## config.mk

```make
export PLATFORM = sky130hd
export DESIGN_NAME = shf_seq_8bit
export DESIGN_NICKNAME = d
export VERILOG_FILES = /design/src/rtl/shf_seq_8bit.sv
export SDC_FILE = /design/constraint.sdc
export NUM_CORES = 1
export LEC_CHECK = 0
export CAP_MARGIN = 25
export CORE_UTILIZATION = 40
export CTS_CLUSTER_SIZE = 16
export DETAILED_ROUTE_END_ITERATION = 16
export GPL_ROUTABILITY_DRIVEN = 0
export PLACE_DENSITY_LB_ADDON = 0.05
export REMOVE_ABC_BUFFERS = 1
export SYNTH_ARGS = -nofsm -noshare
export SYNTH_HDL_FRONTEND = slang
export SYNTH_SLANG_ARGS = --single-unit
```

## constraint.sdc

```tcl
create_clock -name clk -period 2.23 [get_ports clk]
set_input_delay 0.446 -clock clk [delete_from_list [all_inputs] [get_ports clk]]
set_output_delay 0.446 -clock clk [all_outputs]
set_load 0.1 [all_outputs]
```

## src/rtl/shf_seq_8bit.sv

```systemverilog
// Iterative 8-bit shift/rotate unit: one bit position per clock, start/busy/done handshake.
// Shares opcode encoding with the combinational barrel shifter.
module shf_seq_8bit (
  input  logic       clk,
  input  logic       rst_n,
  input  logic       start,
  input  logic [2:0] oper,
  input  logic [7:0] x,
  input  logic [7:0] y,
  output logic [7:0] r,
  output logic       busy,
  output logic       done,
  output logic       err
);

  typedef enum logic [1:0] {
    IDLE  = 2'd0,
    SHIFT = 2'd1,
    DONE  = 2'd2
  } state_t;

  state_t     state_r;
  logic [7:0] sreg_r;
  logic [2:0] cnt_r;
  logic [2:0] op_r;
  logic [7:0] r_r;
  logic       busy_r;
  logic       done_r;
  logic       err_r;
  logic       unused_y_s;

  // Only the low three bits of the shift amount are meaningful.
  assign unused_y_s = ^y[7:3];

  function automatic logic op_undef(input logic [2:0] op);
    case (op)
      3'b000, 3'b001, 3'b010, 3'b011, 3'b101: op_undef = 1'b0;
      default:                                op_undef = 1'b1;
    endcase
  endfunction

  function automatic logic [7:0] step1(input logic [2:0] op, input logic [7:0] v);
    case (op)
      3'b000:  step1 = {1'b0, v[7:1]};
      3'b001:  step1 = {v[7], v[7:1]};
      3'b010:  step1 = {v[0], v[7:1]};
      3'b011:  step1 = {v[6:0], 1'b0};
      3'b101:  step1 = {v[6:0], v[7]};
      default: step1 = v;
    endcase
  endfunction

  // Handshake FSM, working register and registered outputs.
  always_ff @(posedge clk or negedge rst_n) begin
    if (!rst_n) begin
      state_r <= IDLE;
      sreg_r  <= 8'h00;
      cnt_r   <= 3'd0;
      op_r    <= 3'd0;
      r_r     <= 8'h00;
      busy_r  <= 1'b0;
      done_r  <= 1'b0;
      err_r   <= 1'b0;
    end else begin
      case (state_r)
        IDLE: begin
          done_r <= 1'b0;
          if (start) begin
            sreg_r  <= x;
            // Undefined ops skip shifting so the operand passes through untouched.
            cnt_r   <= op_undef(oper) ? 3'd0 : y[2:0];
            op_r    <= oper;
            busy_r  <= 1'b1;
            state_r <= SHIFT;
          end else begin
            state_r <= IDLE;
          end
        end
        SHIFT: begin
          if (cnt_r != 3'd0) begin
            sreg_r <= step1(op_r, sreg_r);
            cnt_r  <= cnt_r - 3'd1;
          end else begin
            r_r     <= sreg_r;
            err_r   <= op_undef(op_r);
            done_r  <= 1'b1;
            busy_r  <= 1'b0;
            state_r <= DONE;
          end
        end
        DONE: begin
          done_r  <= 1'b0;
          state_r <= IDLE;
        end
        default: begin
          done_r  <= 1'b0;
          busy_r  <= 1'b0;
          state_r <= IDLE;
        end
      endcase
    end
  end

  assign r    = r_r;
  assign busy = busy_r;
  assign done = done_r;
  assign err  = err_r;

endmodule

```

# [Word level (Yosys, flattened, before mapping)]
# Index checks and enable logic that the tools add are counted.
[classes] n_addsub=1 n_eq_ne=16 n_mux=20 bitwise=2 n_reduce_logical=13
[op_table] cell="one-hot mux 8 bit (5 select lines)" count=1
[op_table] cell="2-to-1 mux 8 bit" count=2
[op_table] cell="one-hot mux 8 bit (2 select lines)" count=1
[op_table] cell="equality test 3 x 2 -> 1 bit (second input constant)" count=4
[op_table] cell="OR reduction 5 bit" count=2
[op_table] cell="2-to-1 mux 1 bit" count=9
[op_table] cell="2-to-1 mux 3 bit" count=3
[op_table] cell="!= test 2 bit (second input constant)" count=4
[op_table] cell="equality test 3 x 1 -> 1 bit (second input constant)" count=2
[op_table] cell="equality test 3 bit (second input constant)" count=2
[op_table] cell="zero test 3 bit" count=2
[op_table] cell="!= test 6 bit (second input constant)" count=1
[op_table] cell="one-hot mux 3 bit (2 select lines)" count=1
[op_table] cell="AND reduction 3 bit" count=2
[op_table] cell="!= test 5 bit (second input constant)" count=1
[op_table] cell="AND reduction 5 bit" count=1
[op_table] cell="one-hot mux 2 bit (2 select lines)" count=1
[op_table] cell="AND reduction 2 bit" count=2
[op_table] cell="AND reduction 4 bit" count=1
[op_table] cell="one-hot mux 1 bit (3 select lines)" count=1
[op_table] cell="nonzero test 3 bit" count=1
[op_table] cell="subtractor 3 x 1 -> 3 bit (second input constant)" count=1
[op_table] cell="equality test 2 x 1 -> 1 bit (second input constant)" count=1
[op_table] cell="equality test 2 bit (second input constant)" count=1
[op_table] cell="other kinds (4)" count=5
[totals] ff_bits=27 input_bits=22 out_inout_bits=11 wordCells=61

# [Logic depth before layout (Yosys ltp)]
# Gate-level depths: netlist of the first run.
[depth] ltp_word=8 ltp_mapped=7 depth_no_buf=6

# [Worst setup path before layout of the first run]
# No wires, ideal clock.
[synth_timing] path_kind="reg2reg" startpoint="register state_r[1]" endpoint="register r_r[0], in the netlist r[0]" setup_ns=0.128 arrival_ns=1.881 required_time_ns=2.102 path_slack_ns=0.221 path_stages_with_launch=6 path_buffers=2 period_less_slack_ns=2.009 path_cell_list="dfrtp_1 nor2b_1 clkbuf_1 and2_1 buf_2 mux2_1"
[synth_via] elab_chain_len=2
[synth_lines] element="from (decl)" line="22" rtl="state_t state_r;"
[synth_lines] element="from (signal assigned)" line="56" rtl="state_r <= IDLE;"
[synth_lines] element="from (signal assigned)" line="74" rtl="state_r <= SHIFT;"
[synth_lines] element="from (signal assigned)" line="76" rtl="state_r <= IDLE;"
[synth_lines] element="equality test 2 x 1 -> 1 bit" line="65" rtl="case (state_r)"
[synth_lines] element="AND reduction 2 bit (no source line)"
[synth_lines] element="to (signal assigned)" line="84" rtl="r_r <= sreg_r;"
[synth_lines] element="to (decl)" line="26" rtl="logic [7:0] r_r;"
# Every way passes these cells.
# A chain may end at the register's enable or synchronous reset.

# [Worst setup path in the final report of the first run]
[layout_timing] startpoint="register cnt_r[0]" endpoint="register sreg_r[2]"
[layout_via] elab_chain_len=3
[layout_lines] element="from (decl)" line="24" rtl="logic [2:0] cnt_r;"
[layout_lines] element="from (signal assigned)" line="71" rtl="cnt_r <= op_undef(oper) ? 3'd0 : y[2:0];"
[layout_lines] element="from (signal assigned)" line="82" rtl="cnt_r <= cnt_r - 3'd1;"
[layout_lines] element="nonzero test 3 bit" line="80" rtl="if (cnt_r != 3'd0) begin"
[layout_lines] element="!= test 2 bit (no source line)"
[layout_lines] element="AND reduction 4 bit (no source line)"
[layout_lines] element="to (signal assigned)" line="81" rtl="sreg_r <= step1(op_r, sreg_r);"
[layout_lines] element="to (decl)" line="23" rtl="logic [7:0] sreg_r;"
# Every way passes these cells.

==> qor.txt, run 1 <==
Synth Register Bits: 26
Area leader, netlist: dfrtp_1
Setup Buffers After CTS: 0
R2R depth: 7
Fin. max-slew vios: 0
TritonCTS clock tree: built
Final period utilization: 0.8482
Hold_buf cts: 0
Syn. warnings: 0
Synth top cells by count: dfrtp_1 (26), mux2_1 (17), inv_1 (8)
Reg-to-reg startpoint: cnt_r[0]
Most common cell in the netlist: dfrtp_1
CP max FO: 15
Initial core utilization: 0.4232
Maxcap violations: 0
Total track usage: 0.1634
Via density per instance: 5.207
RSZ-0062 raised after global routing: no
Placed wire-length estimate: 1.896 mm
Critical path endpoint: sreg_r[2]
First-pass DRT Iterations: 3
Row count: 20
Critical Path End Type: register
Largest net degree at the start of global routing: 27
Clk slew on worst S/H paths: 0.14 ns
Longest Clk Path Bufs: 2
Fin crit period: 1.892 ns
Compound-Gate Fraction of Synth Area: 0.1499
Critical path launch point: cnt_r[0]
Ys async rst share: 1.000
Clk root buf: clkbuf_4
TNS Setup: 0 ns
HP Class: input port to asynchronous set/reset pin
Die area: 0.003489 mm²
Number of antenna diodes: 0
Crit path required time: 2.45 ns
Detailed-route via count: 979
DIE WIDTH: 59.07 µm
WP data arrival: 2.11 ns
Drt initial violations: 33
Dominant synthesized flop cell: dfrtp_1
Synth top area cells: dfrtp_1 (50%), mux2_1 (15%), a221o_1 (4.6%)
Buffers added on ports: 27
Post-Syn Area: 0.001302 mm²
Worst relative slew slack: 0.6590
Sequential share of the synthesized area: 0.4995
Reg2reg setup slack: 0.34 ns
Post-cts sizing count: 0
I/O pin total: 33
Core area: 0.003078 mm²
Post-Route Skew: 0.006726 ns
Largest family of logic cells by synthesized area: multiplexers
Gr ovfl total: 0
DRC: 0
Worst Tran Pin Value: 0.5081 ns
Routed len/inst: 13.52 µm
Layout area overhead: 26.42%
Vias in the first global route: 917
Critical path class: register to register
Status: completed
Share of layout cells above drive strength 1: 0.1806
Post-Synth Adder-Cell Area: 0.01921
Number of synthesized flops with an enable pin: 0
Post-synthesis mux area share: 0.1623
Syn Area/Cell: 11.63 µm²
CTS buffer count: 3
Clock Latency Late Sink: 0.33 ns
Drt total wl: 2.542 mm
R2R Path End: sreg_r[2]
Final setup violation count: 0
Synth Area in XOR/XNOR: 0.01345
Cell count after synthesis: 112
First-pass GRT wire length: 4.140 mm
CP Launch Type: register
Die Span Y: 59.07 µm
Initial antenna violation count: 0
Top-area cell type share of the netlist area: 0.4995
Number of H-tree levels: 1
Final hold vios: 0
Clk sink count: 26
Achievable Freq: 528.7 MHz
Antenna-violating nets left: 0
Final-stage net count: 169
Simple-gate share of the synthesized area: 0.1057
Netlist cell types: 36
[routing by layer]
metal  routed length [µm]  up-vias  global-route usage
li1                     -      472                   -
met1                 1118      485              0.1911
met2                 1304       17              0.2938
met3                   70        5             0.01965
met4                   48        0             0.08163
met5                    0        -                   0
[final cells by class]
class / count / area [µm²]
clock buffer: 4 / 36.28
fill: 291 / 1431
inverter: 8 / 30.03
multi-input combinational: 73 / 586.8
sequential: 26 / 650.6
tap: 44 / 55.05
timing repair buffer: 33 / 287.8
[cell families (layout without fill, tap and decap cells)]
kind of cell | after synthesis | count (layout)
compound gates | 26 | 26
flops | 26 | 26
simple gates | 24 | 24
mux | 19 | 19
buf+inv | 13 | 45
fa+ha+maj | 2 | 2
xor+xnor | 2 | 2
[worst min-delay path by stage]
stage | to
floorplan | busy
finish | r[0]
CTS | r[0]
detailed placement | r[1]
global route | r[0]
global placement | r[2]
[critical path: stages, from the launching register on]
cell and delay, ns:
dfrtp_1 0.40, inv_1 0.10, ha_1 0.15, nor2b_1 0.25
a211oi_2 0.12, buf_4 0.20, and3_1 0.24, a221o_1 0.32
[metrics by stage]
| step | cell area (µm²) | hold slack, ns | instances | setup slack (ns) | util |
|---|---|---|---|---|---|
| after floorplan | 1267 | 0.1504 | 107 | 0.005163 | - |
| after global placement | 1610 | 0.4693 | 184 | 0.2100 | 0.5232 |
| after detailed placement | 1610 | 0.4759 | 184 | 0.2016 | 0.5232 |
| after CTS | 1647 | 0.4756 | 188 | 0.3037 | 0.5350 |
| after global routing | 1647 | 0.4863 | 188 | 0.1701 | 0.5350 |
| final | 1647 | 0.4657 | 188 | 0.3385 | 0.5350 |
[registers in the layout (all words and copies together), names as in the netlist]
name,cells
op_r,3
r,8
busy,1
sreg_r,8
err,1
state_r,2
cnt_r,3
[cell usage in the layout, fill, tap and decap left out, drive strengths merged]
master	instances
and2	1
nor2b	3
inv	8
o21ai	4
clkbuf	4
o22ai	1
dfrtp	26
a21boi	1
a21oi	6
a221o	6
o32ai	1
mux2i	2
mux2	17
a22oi	1
xnor2	1
or2b	1
a22o	1
nor2	6
a211oi	1
nand2	2
nor3b	1
nand2b	2
clkdlybuf4s50	16
nand3	1
buf	17
xor2	1
a31oi	1
a31o	1
a221oi	1
a32o	1
and3	7
ha	2
Power of run 1 is not shown: default switching activity piles up to over one toggle a cycle in this logic, so the estimate is an artifact.
==> run 2: changes to the inputs <==
Clock period 2.23 ns to 1.9 ns, I/O delays scaled along.
==> run 2 against run 1 <==
  * Utilization is 3.3 points higher
  * Worst hold slack worse by 0.061 ns
  * Design area is 6.2% higher
  * First-iteration DRC count is 42% higher
  * Critical path type unchanged
==> qor.txt, run 2 (synthesis gave the netlist of run 1 again) <==
I/O pin total: 33 (unchanged)
DIE WIDTH: 59.07 µm (unchanged)
Fin crit period: 1.771 ns (-0.1208 ns)
HP Class: input port to asynchronous set/reset pin
Clk slew on worst S/H paths: 0.14 ns (about the same)
Clk sink count: 26 (unchanged)
Die Span Y: 59.07 µm (unchanged)
Vias in the first global route: 986 (+7.5%)
Critical path class: register to register
First-pass DRT Iterations: 5 (+2)
Antenna-violating nets left: 0 (unchanged)
Final-stage net count: 177 (+4.7%)
Final period utilization: 0.9320 (+0.08375)
Most common cell after layout, fill and taps aside: dfrtp_1
CTS buffer count: 3 (unchanged)
Largest net degree at the start of global routing: 27 (unchanged)
Hold_buf cts: 0 (unchanged)
Row count: 20 (unchanged)
Fin. max-slew vios: 0 (unchanged)
Achievable Freq: 564.7 MHz (+6.8%)
Final setup violation count: 0 (unchanged)
Maxcap violations: 0 (unchanged)
CP max FO: 6 (-9)
Worst relative slew slack: 0.7842 (+0.1252)
RSZ-0062 raised after global routing: no
Initial core utilization: 0.4232 (unchanged)
Routed len/inst: 13.85 µm (+2.4%)
Wire length on met1: 1.239 mm (+11%)
Number of H-tree levels: 1 (unchanged)
Buffers added on ports: 27 (unchanged)
Area of the multi-input gates: 591.8 µm² (+0.85%)
Final hold vios: 0 (unchanged)
Clock Latency Late Sink: 0.32 ns (about the same)
DRC: 0 (unchanged)
Core area: 0.003078 mm² (unchanged)
Total track usage: 0.1771 (+0.01372)
Met3 WL: 67 µm (-4.3%)
Longest Clk Path Bufs: 2 (unchanged)
Worst Tran Pin Value: 0.3237 ns (-0.1844 ns)
Placed wire-length estimate: 2.037 mm (+7.5%)
Register Area: 650.6 µm² (unchanged)
Drt initial violations: 47 (+42%)
Fillers: 286 (-1.7%)
Initial antenna violation count: 0 (unchanged)
Die area: 0.003489 mm² (unchanged)
TritonCTS clock tree: built
TNS Setup: 0 ns (unchanged)
Max Used Layer: met4
CP Launch Type: register
Met2 Wirelength: 1.340 mm (+2.8%)
Setup Buffers After CTS: 0 (unchanged)
Post-Route Skew: 0.004704 ns (-0.002022 ns)
Clk root buf: clkbuf_4
Via density per instance: 5.062 (-2.8%)
Number of antenna diodes: 0 (unchanged)
Crit path required time: 2.13 ns (-0.32 ns)
Critical Path End Type: register
WP data arrival: 2.00 ns (-0.11 ns)
Most frequent cells in the layout: dfrtp_1 (26), buf_4 (21), mux2_1 (17), clkdlybuf4s50_1 (16), inv_1 (8)
Detailed-route via count: 987 (+0.82%)
Drt total wl: 2.701 mm (+6.3%)
R2R depth: 7 (unchanged)
Share of layout cells above drive strength 1: 0.2318 (+0.05123)
Gr ovfl total: 0 (unchanged)
First-pass GRT wire length: 4.526 mm (+9.3%)
Status: completed
Layout area overhead: 34.20%
-- run 2: path summary, 6_finish.rpt --
check,startpoint,end,slack [ns]
worst max register to register,cnt_r[0],sreg_r[3],0.13
min in group clk,r[0],r[0],0.50
worst min-delay path,rst_n,sreg_r[2],0.40
worst max-delay path,cnt_r[0],sreg_r[3],0.13
max in group asynchronous,rst_n,op_r[0],1.25
worst min register to register,r[0],r[0],0.50
-- run 2: repair_timing --
action / 4_1_cts / 5_1_grt
setup endpoints to repair: 0 / 6
hold endpoints to repair: 0 / 0
resized for setup: 0 / 2
-- run 2: stage by stage --
stage                       util  std cells  cell area, µm²  setup slack, ns  hold WS, ns
after floorplan                -        107            1267          -0.3248      0.08441
after global placement    0.5589        192            1720         -0.03694       0.4698
after detailed placement  0.5589        192            1720         -0.06665       0.4762
after CTS                 0.5663        195            1743          0.06637       0.4171
after global routing      0.5679        195            1748         0.001839       0.4147
final                     0.5679        195            1748           0.1293       0.4049
-- run 2: layer usage --
metal	up-vias	global-route usage
li1	488	-
met1	475	0.2208
met2	19	0.3019
met3	5	0.02620
met4	0	0.08163
met5	-	0
-- run 2: layout make-up --
class                   count  area share
flip-flops and latches     26      0.3722
multi-input cells          73      0.3386
repair buffers             41      0.2276
well taps                  44     0.03150
inverters                   8     0.01718
clock buffers               3     0.01288
-- run 2: worst max-delay path, cell delays in order, from the launching register on --
cell,delay (ns)
dfrtp_1,0.40
inv_1,0.11
ha_1,0.14
nor2b_1,0.19
a211oi_2,0.12
buf_4,0.16
and3_2,0.24
a221o_1,0.30
Power of run 2 is left out for the same reason.
==> run 3: changes to the inputs <==
Settings changed: CTS_CLUSTER_SIZE 16 to 20.
==> results of run 3 <==
No change in the layout: final DEF, timing and power equal those of run 2.
Power of run 3 is left out for the same reason.
